`config.mk`:
```
export PLATFORM = sky130hd
export DESIGN_NAME = addsub_seq_8bit
export DESIGN_NICKNAME = d
export VERILOG_FILES = /design/src/rtl/addsub_seq_8bit.sv
export SDC_FILE = /design/constraint.sdc
export NUM_CORES = 1
export LEC_CHECK = 0
export ABC_AREA = 1
export BUFFER_PORTS_ARGS = -buffer_cell sky130_fd_sc_hd__buf_2
export CORE_MARGIN = 5
export CORE_UTILIZATION = 44
export CTS_CLUSTER_DIAMETER = 60
export DETAILED_ROUTE_END_ITERATION = 12
export HOLD_SLACK_MARGIN = 0.1
export PLACE_DENSITY_LB_ADDON = 0.2
export SKIP_CTS_REPAIR_TIMING = 1
export SYNTH_ARGS = -nofsm -noshare
export SYNTH_HDL_FRONTEND = slang
export SYNTH_SLANG_ARGS = --single-unit
```
`constraint.sdc`:
```
create_clock -name clk -period 1.2 [get_ports clk]
set_input_delay 0.06 -clock clk [delete_from_list [all_inputs] [get_ports clk]]
set_output_delay 0.06 -clock clk [all_outputs]
set_load 0.02 [all_outputs]
```
`src/rtl/addsub_seq_8bit.sv`:
```
// addsub_seq_8bit: sequencing and flag stage ahead of a combinational adder.
// Registers a command, drives the adder, captures sum/carry and Z/N/C/V flags.
//
// Ports:
//   clk, rst              clock, synchronous active-high reset
//   in_valid/in_ready     command handshake
//   in_a, in_b            operands
//   in_op                 0 = add, 1 = subtract
//   in_chain              1 = use stored carry as carry-in
//   dp_a, dp_b, dp_cin    to external adder (dp_b pre-inverted for subtract)
//   dp_sum, dp_cout       from external adder
//   out_valid/out_ready   result handshake
//   out_res               result
//   out_c/z/n/v           carry (1 = no borrow), zero, negative, overflow
module addsub_seq_8bit #(
  parameter int WIDTH = 8
) (
  input  logic             clk,
  input  logic             rst,
  input  logic             in_valid,
  output logic             in_ready,
  input  logic [WIDTH-1:0] in_a,
  input  logic [WIDTH-1:0] in_b,
  input  logic             in_op,
  input  logic             in_chain,
  output logic [WIDTH-1:0] dp_a,
  output logic [WIDTH-1:0] dp_b,
  output logic             dp_cin,
  input  logic [WIDTH-1:0] dp_sum,
  input  logic             dp_cout,
  output logic             out_valid,
  input  logic             out_ready,
  output logic [WIDTH-1:0] out_res,
  output logic             out_c,
  output logic             out_z,
  output logic             out_n,
  output logic             out_v
);

  typedef enum logic [1:0] {
    IDLE = 2'd0,
    EXEC = 2'd1,
    HOLD = 2'd2
  } state_t;

  state_t state;
  state_t state_n;

  logic [WIDTH-1:0] ra;
  logic [WIDTH-1:0] rb_eff;
  logic             rcin;
  logic             chain_c;
  logic             acc;

  assign in_ready = (state == IDLE)
                  | ((state == HOLD) & out_ready);
  assign acc      = in_valid & in_ready;

  assign dp_a   = ra;
  assign dp_b   = rb_eff;
  assign dp_cin = rcin;

  always_comb begin
    state_n = state;
    unique case (state)
      IDLE: if (acc) state_n = EXEC;
      EXEC: state_n = HOLD;
      HOLD: begin
        if (out_ready)
          state_n = in_valid ? EXEC : IDLE;
      end
      default: state_n = IDLE;
    endcase
  end

  always_ff @(posedge clk) begin
    if (rst) begin
      state     <= IDLE;
      ra        <= '0;
      rb_eff    <= '0;
      rcin      <= 1'b0;
      chain_c   <= 1'b0;
      out_valid <= 1'b0;
      out_res   <= '0;
      out_c     <= 1'b0;
      out_z     <= 1'b0;
      out_n     <= 1'b0;
      out_v     <= 1'b0;
    end else begin
      state <= state_n;
      if (acc) begin
        ra     <= in_a;
        rb_eff <= in_op ? ~in_b : in_b;
        // plain subtract needs cin=1 to finish the two's complement
        rcin   <= in_chain ? chain_c : in_op;
      end
      if (state == EXEC) begin
        out_res   <= dp_sum;
        out_c     <= dp_cout;
        out_z     <= (dp_sum == '0);
        out_n     <= dp_sum[WIDTH-1];
        // operands share a sign but the sum does not
        out_v     <= (ra[WIDTH-1] == rb_eff[WIDTH-1])
                   & (dp_sum[WIDTH-1] != ra[WIDTH-1]);
        chain_c   <= dp_cout;
        out_valid <= 1'b1;
      end else if ((state == HOLD) && out_ready) begin
        out_valid <= 1'b0;
      end
    end
  end

endmodule
```
## Word-level counts from Yosys, hierarchy flattened

Cells that the tools add are included.

| word-level totals | value |
|---|---|
| flip-flop bits (word level) | 32 |
| input bits | 31 |
| logic and storage cells | 34 |

| operators by class | value |
|---|---|
| equality and inequality tests | 6 |
| multiplexer cells | 8 |
| bitwise gates (word level) | 5 |
| reduce and logical (&&, ||, !) cells | 5 |

Operators by type and width:

| cell | count |
|---|---|
| logical NOT 8 bit | 1 |
| 2-to-1 mux 8 bit | 1 |
| NOT 8 bit | 1 |
| case mux 2 bit (3 select lines) | 1 |
| 2-to-1 mux 1 bit | 4 |
| 2-to-1 mux 2 bit | 2 |
| != test 2 bit (second input constant) | 2 |
| AND 1 bit | 3 |
| equality test 2 x 1 -> 1 bit (second input constant) | 1 |
| equality test 2 bit (second input constant) | 1 |
| logical NOT 2 bit | 1 |
| AND reduction 2 bit | 1 |
| nonzero test 2 bit | 1 |
| equality test 1 bit | 1 |
| logical AND 1 bit | 1 |
| != test 1 bit | 1 |
| bitwise OR 1 bit | 1 |

## Depth between registers and ports, before layout

| logic depth | value |
|---|---|
| depth after elaboration | 6 |
| depth in mapped cells | 6 |
| mapped depth without buffers | 6 |

## Worst setup path before layout

No wires, ideal clock.

| timing | value |
|---|---|
| path kind | register -> register |
| start point | reg state[0] |
| end point | reg rb_eff[1], in the netlist dp_b[1] |
| library setup time | 0.115 ns |
| data arrival time | 0.955 ns |
| data required time | 1.085 ns |
| slack | 0.130 ns |
| cell stages (with the launch flop) | 6 |
| period minus slack after synthesis | 1.070 ns |
| path through | dfxtp_1 -> nor2_4 -> nand2_4 -> buf_6 -> o21ai_1 -> nor2_1 |

| between the ends | value |
|---|---|
| cells in the longest elaborated chain, start to end | 4 |
| elaborated cells on any way between the ends | 5 |

Ends and longest elaborated chain:

| element | RTL line | text |
|---|---|---|
| from (decl) | 46 | `state_t state;` |
| from (signal assigned) | 90 | `state <= state_n;` |
| equality test 2 bit | 56 | `\| ((state == HOLD) & out_ready);` |
| AND 1 bit | 56 |  |
| bitwise OR 1 bit (*) | 56 |  |
| AND 1 bit (*) | 57 | `assign acc = in_valid & in_ready;` |
| to (signal assigned) | 93 | `rb_eff <= in_op ? ~in_b : in_b;` |
| to (decl) | 50 | `logic [WIDTH-1:0] rb_eff;` |

Mark *: on every way between the ends. The rest lies on a longest branch, timed or not.
A chain may end at the register's enable or synchronous reset.

## Final worst setup path

| timing | value |
|---|---|
| start point | reg state[1] |
| end point | out in_ready |

| between the ends | value |
|---|---|
| cells in the longest elaborated chain, start to end | 3 |
| elaborated cells on any way between the ends | 4 |

Ends and longest elaborated chain:

| element | RTL line | text |
|---|---|---|
| equality test 2 bit | 56 |  |
| AND 1 bit | 56 |  |
| bitwise OR 1 bit (*) | 56 |  |
| to (decl) | 21 | `output logic in_ready,` |

Marks and branches as above.

==> flow_summary_export.csv <==
group,metric,value,unit
run_status,status,"finished, final reports clean",
detailed_routing,dr.pass1.iters,4,
power,combPwrFrac,0.222,
timing,maxSlewHeadroom,0.692,
power,power.leakage,0.000903,uW
floorplanning,fp.dieH,63.6,um
flow_run,maxCapViolations,0,
timing,finalCriticalPeriod,1.12,ns
cts,cts_root_buf,"clkbuf_4",
cts,h-tree-depth,2,
critical_path,startpoint_type,"flip-flop",
detailed_routing,ant_nets,0,
synth,synth_cell_type_count,20,
cts,clockBufferDepth,2,
synth,synth_area_per_cell,8.05,sq um
floorplanning,die_x,63.6,um
finish,fin_nets,270,
cts,cts_tree,"yes",
global_routing,grt_pass1_wl,5270,um
critical_path,crit_path_top_delay_cell,"dfxtp_1",
floorplanning,ioPinCount,62,
finish,diodes,0,
timing,finalSetupViolCount,0,
floorplanning,floorplan.die_area,4040,sq um
power,p_switching,660,uW
timing,finalCritPeriodShare,0.933,
global_routing,grtUsageTotal,0.160,
detailed_routing,via_per_inst,4.90,
synth,yosysWarnings,0,
timing,worst_slew_pin_slew,0.462,ns
critical_path,crit_required,1.14,ns
cts,clk_latency,0.32,ns
placement,hpwl,2320,um
detailed_routing,wl_per_cell,12.5,um
timing,fin_skew,0.00628,ns
finish,syn2layout_area_growth,43.6,%
critical_path,worstPathArrival,1.06,ns
global_routing,grt_overflow,0,
timing,slew_violations,0,
critical_path,worst-path-buf-inv,1,
placement,pre_cts_ws,0.124,ns
placement,dp_cells,245,
cts,cts_buffers,5,
detailed_routing,drt-total-wl,3380,um
synth,ys_seq_area_frac,0.491,
cts,path_clk_slew,0.09,ns
global_routing,grt_pass1_vias,1249,
floorplanning,rows,19,
power,power.internal,1540,uW
timing,setup_ws,0.0799,ns
critical_path,timing_worst_setup_path_type,"reg2out",
placement,port_buffers,61,
detailed_routing,num_vias,1329,
finish,final_core_util,0.658,
global_routing,grt_max_degree,20,
floorplanning,coreArea,2760,sq um
timing,fmax,893,MHz
synth,synth_nets,188,
critical_path,critical-path-top-delay-family,"flip-flops",
finish,drive_above_1_share,0.325,
critical_path,end_kind,"primary output",
timing,hold_viol_final,0,
synth,syn_area,1260,sq um
critical_path,cp_max_fo,4,
detailed_routing,initialDrtViolationCount,56,
hold_path,hold_class,"in2reg",
finish,finalNonFillerCells,271,
cts,clock-sinks,31,
power,peakVddDrop,881,uV
floorplanning,initial_core_util,0.458,
power,power_density,1210,nW/um^2
critical_path,cpPeakStageDelay,0.37,ns
power,seq_power_share,0.523,
global_routing,antenna_found_initial,0,
power,p_clk_frac,0.255,
power,p_sw_frac,0.300,
detailed_routing,drc_errors,0,
synth,synthCells,157,
placement,place_congestion,0.761,
critical_path,crit_chain,"a21oi_2, buf_2",
synth,synth_seq_cells,31,
## synthesized netlist by cell type (all sizes together)
cell / number / area (sq um)
xor2: 8 / 70.1
o21ai: 19 / 95.1
clkbuf: 2 / 7.51
inv: 13 / 51.3
nor2: 21 / 86.3
dfxtp: 31 / 621
buf: 6 / 51.3
nor3: 2 / 10.0
a211oi: 1 / 7.51
nand3: 11 / 55.1
a21oi: 25 / 125
nand2: 17 / 76.3
o211ai: 1 / 7.51
## metrics by stage
stage | hold slack, ns | TNS, ns | instance area [sq um] | total power (uW)
global placement | 0.314 | 0 | 1580 | 1600
global route | 0.115 | -0.00835 | 1810 | 2330
floorplan | 0.138 | 0 | 1260 | 1460
finish | 0.0899 | 0 | 1810 | 2200
detailed placement | 0.319 | 0 | 1580 | 1610
CTS | -0.0313 | 0 | 1630 | 2170
## power groups by stage
stage | clock [uW] | combinational, uW | sequential (uW)
after CTS | 582 | 445 | 1150
final | 560 | 489 | 1150
after detailed placement | 0 | 443 | 1170
after global routing | 627 | 543 | 1160
after global placement | 0 | 433 | 1170
after floorplan | 0 | 199 | 1260
## routing by layer
| layer | share of wire | global-route usage | vias to the layer above |
|---|---|---|---|
| met5 | 0 | 0 | - |
| met4 | 0.015 | 0.0468 | 0 |
| met3 | 0.074 | 0.0746 | 7 |
| met2 | 0.51 | 0.270 | 38 |
| met1 | 0.40 | 0.179 | 603 |
| li1 | - | - | 681 |
## final timing paths
check	start	end	slack, ns	cells past startpoint
setup / recovery	state[1]	in_ready	0.08	2
hold / removal	in_b[6]	dp_b[6]	0.09	4
setup reg to reg	state[1]	out_res[1]	0.12	5
hold reg to reg	dp_a[4]	dp_a[4]	0.47	2
## registers in the layout, summed over array words and instances, names as in the netlist
name / cells
out_res: 8
out_z: 1
state: 2
dp_b: 8
chain_c: 1
out_v: 1
out_valid: 1
dp_cin: 1
dp_a: 8
## cell usage in the layout (no fill, tap or decap), drive strengths merged
master        n
nand3        11
a211oi        1
clkbuf        7
buf          65
nand2        17
dlygate4sd3  18
o211ai        1
nor3          2
clkinv        1
dfxtp        31
xor2          8
a21oi        25
inv          13
nor2         21
o21ai        19
## cell type report
class / instances / area [sq um]
clock buffers: 7 / 45.0
clock inverters: 1 / 5.00
fillers: 250 / 943
inverters: 13 / 51.3
multi-input cells: 105 / 537
flip-flops and latches: 31 / 622
well taps: 31 / 38.8
repair buffers: 83 / 515
## worst register-to-register path, stage by stage, from the launching register on
cell and delay (ns):
dfxtp_1 0.42, inv_1 0.09, nand2_2 0.13, inv_4 0.10, o21ai_0 0.18, a21oi_1 0.06
## cell families after synthesis
family / after synthesis / share of synthesized area
xor gates and xnor gates: 8 / 0.0554
buffers and inverters: 21 / 0.0871
DFF: 31 / 0.491
AOI/OAI and AO/OA: 46 / 0.186
and+or+nand+nor: 51 / 0.180
No activity file was read; power rests on OpenSTA's default activity.
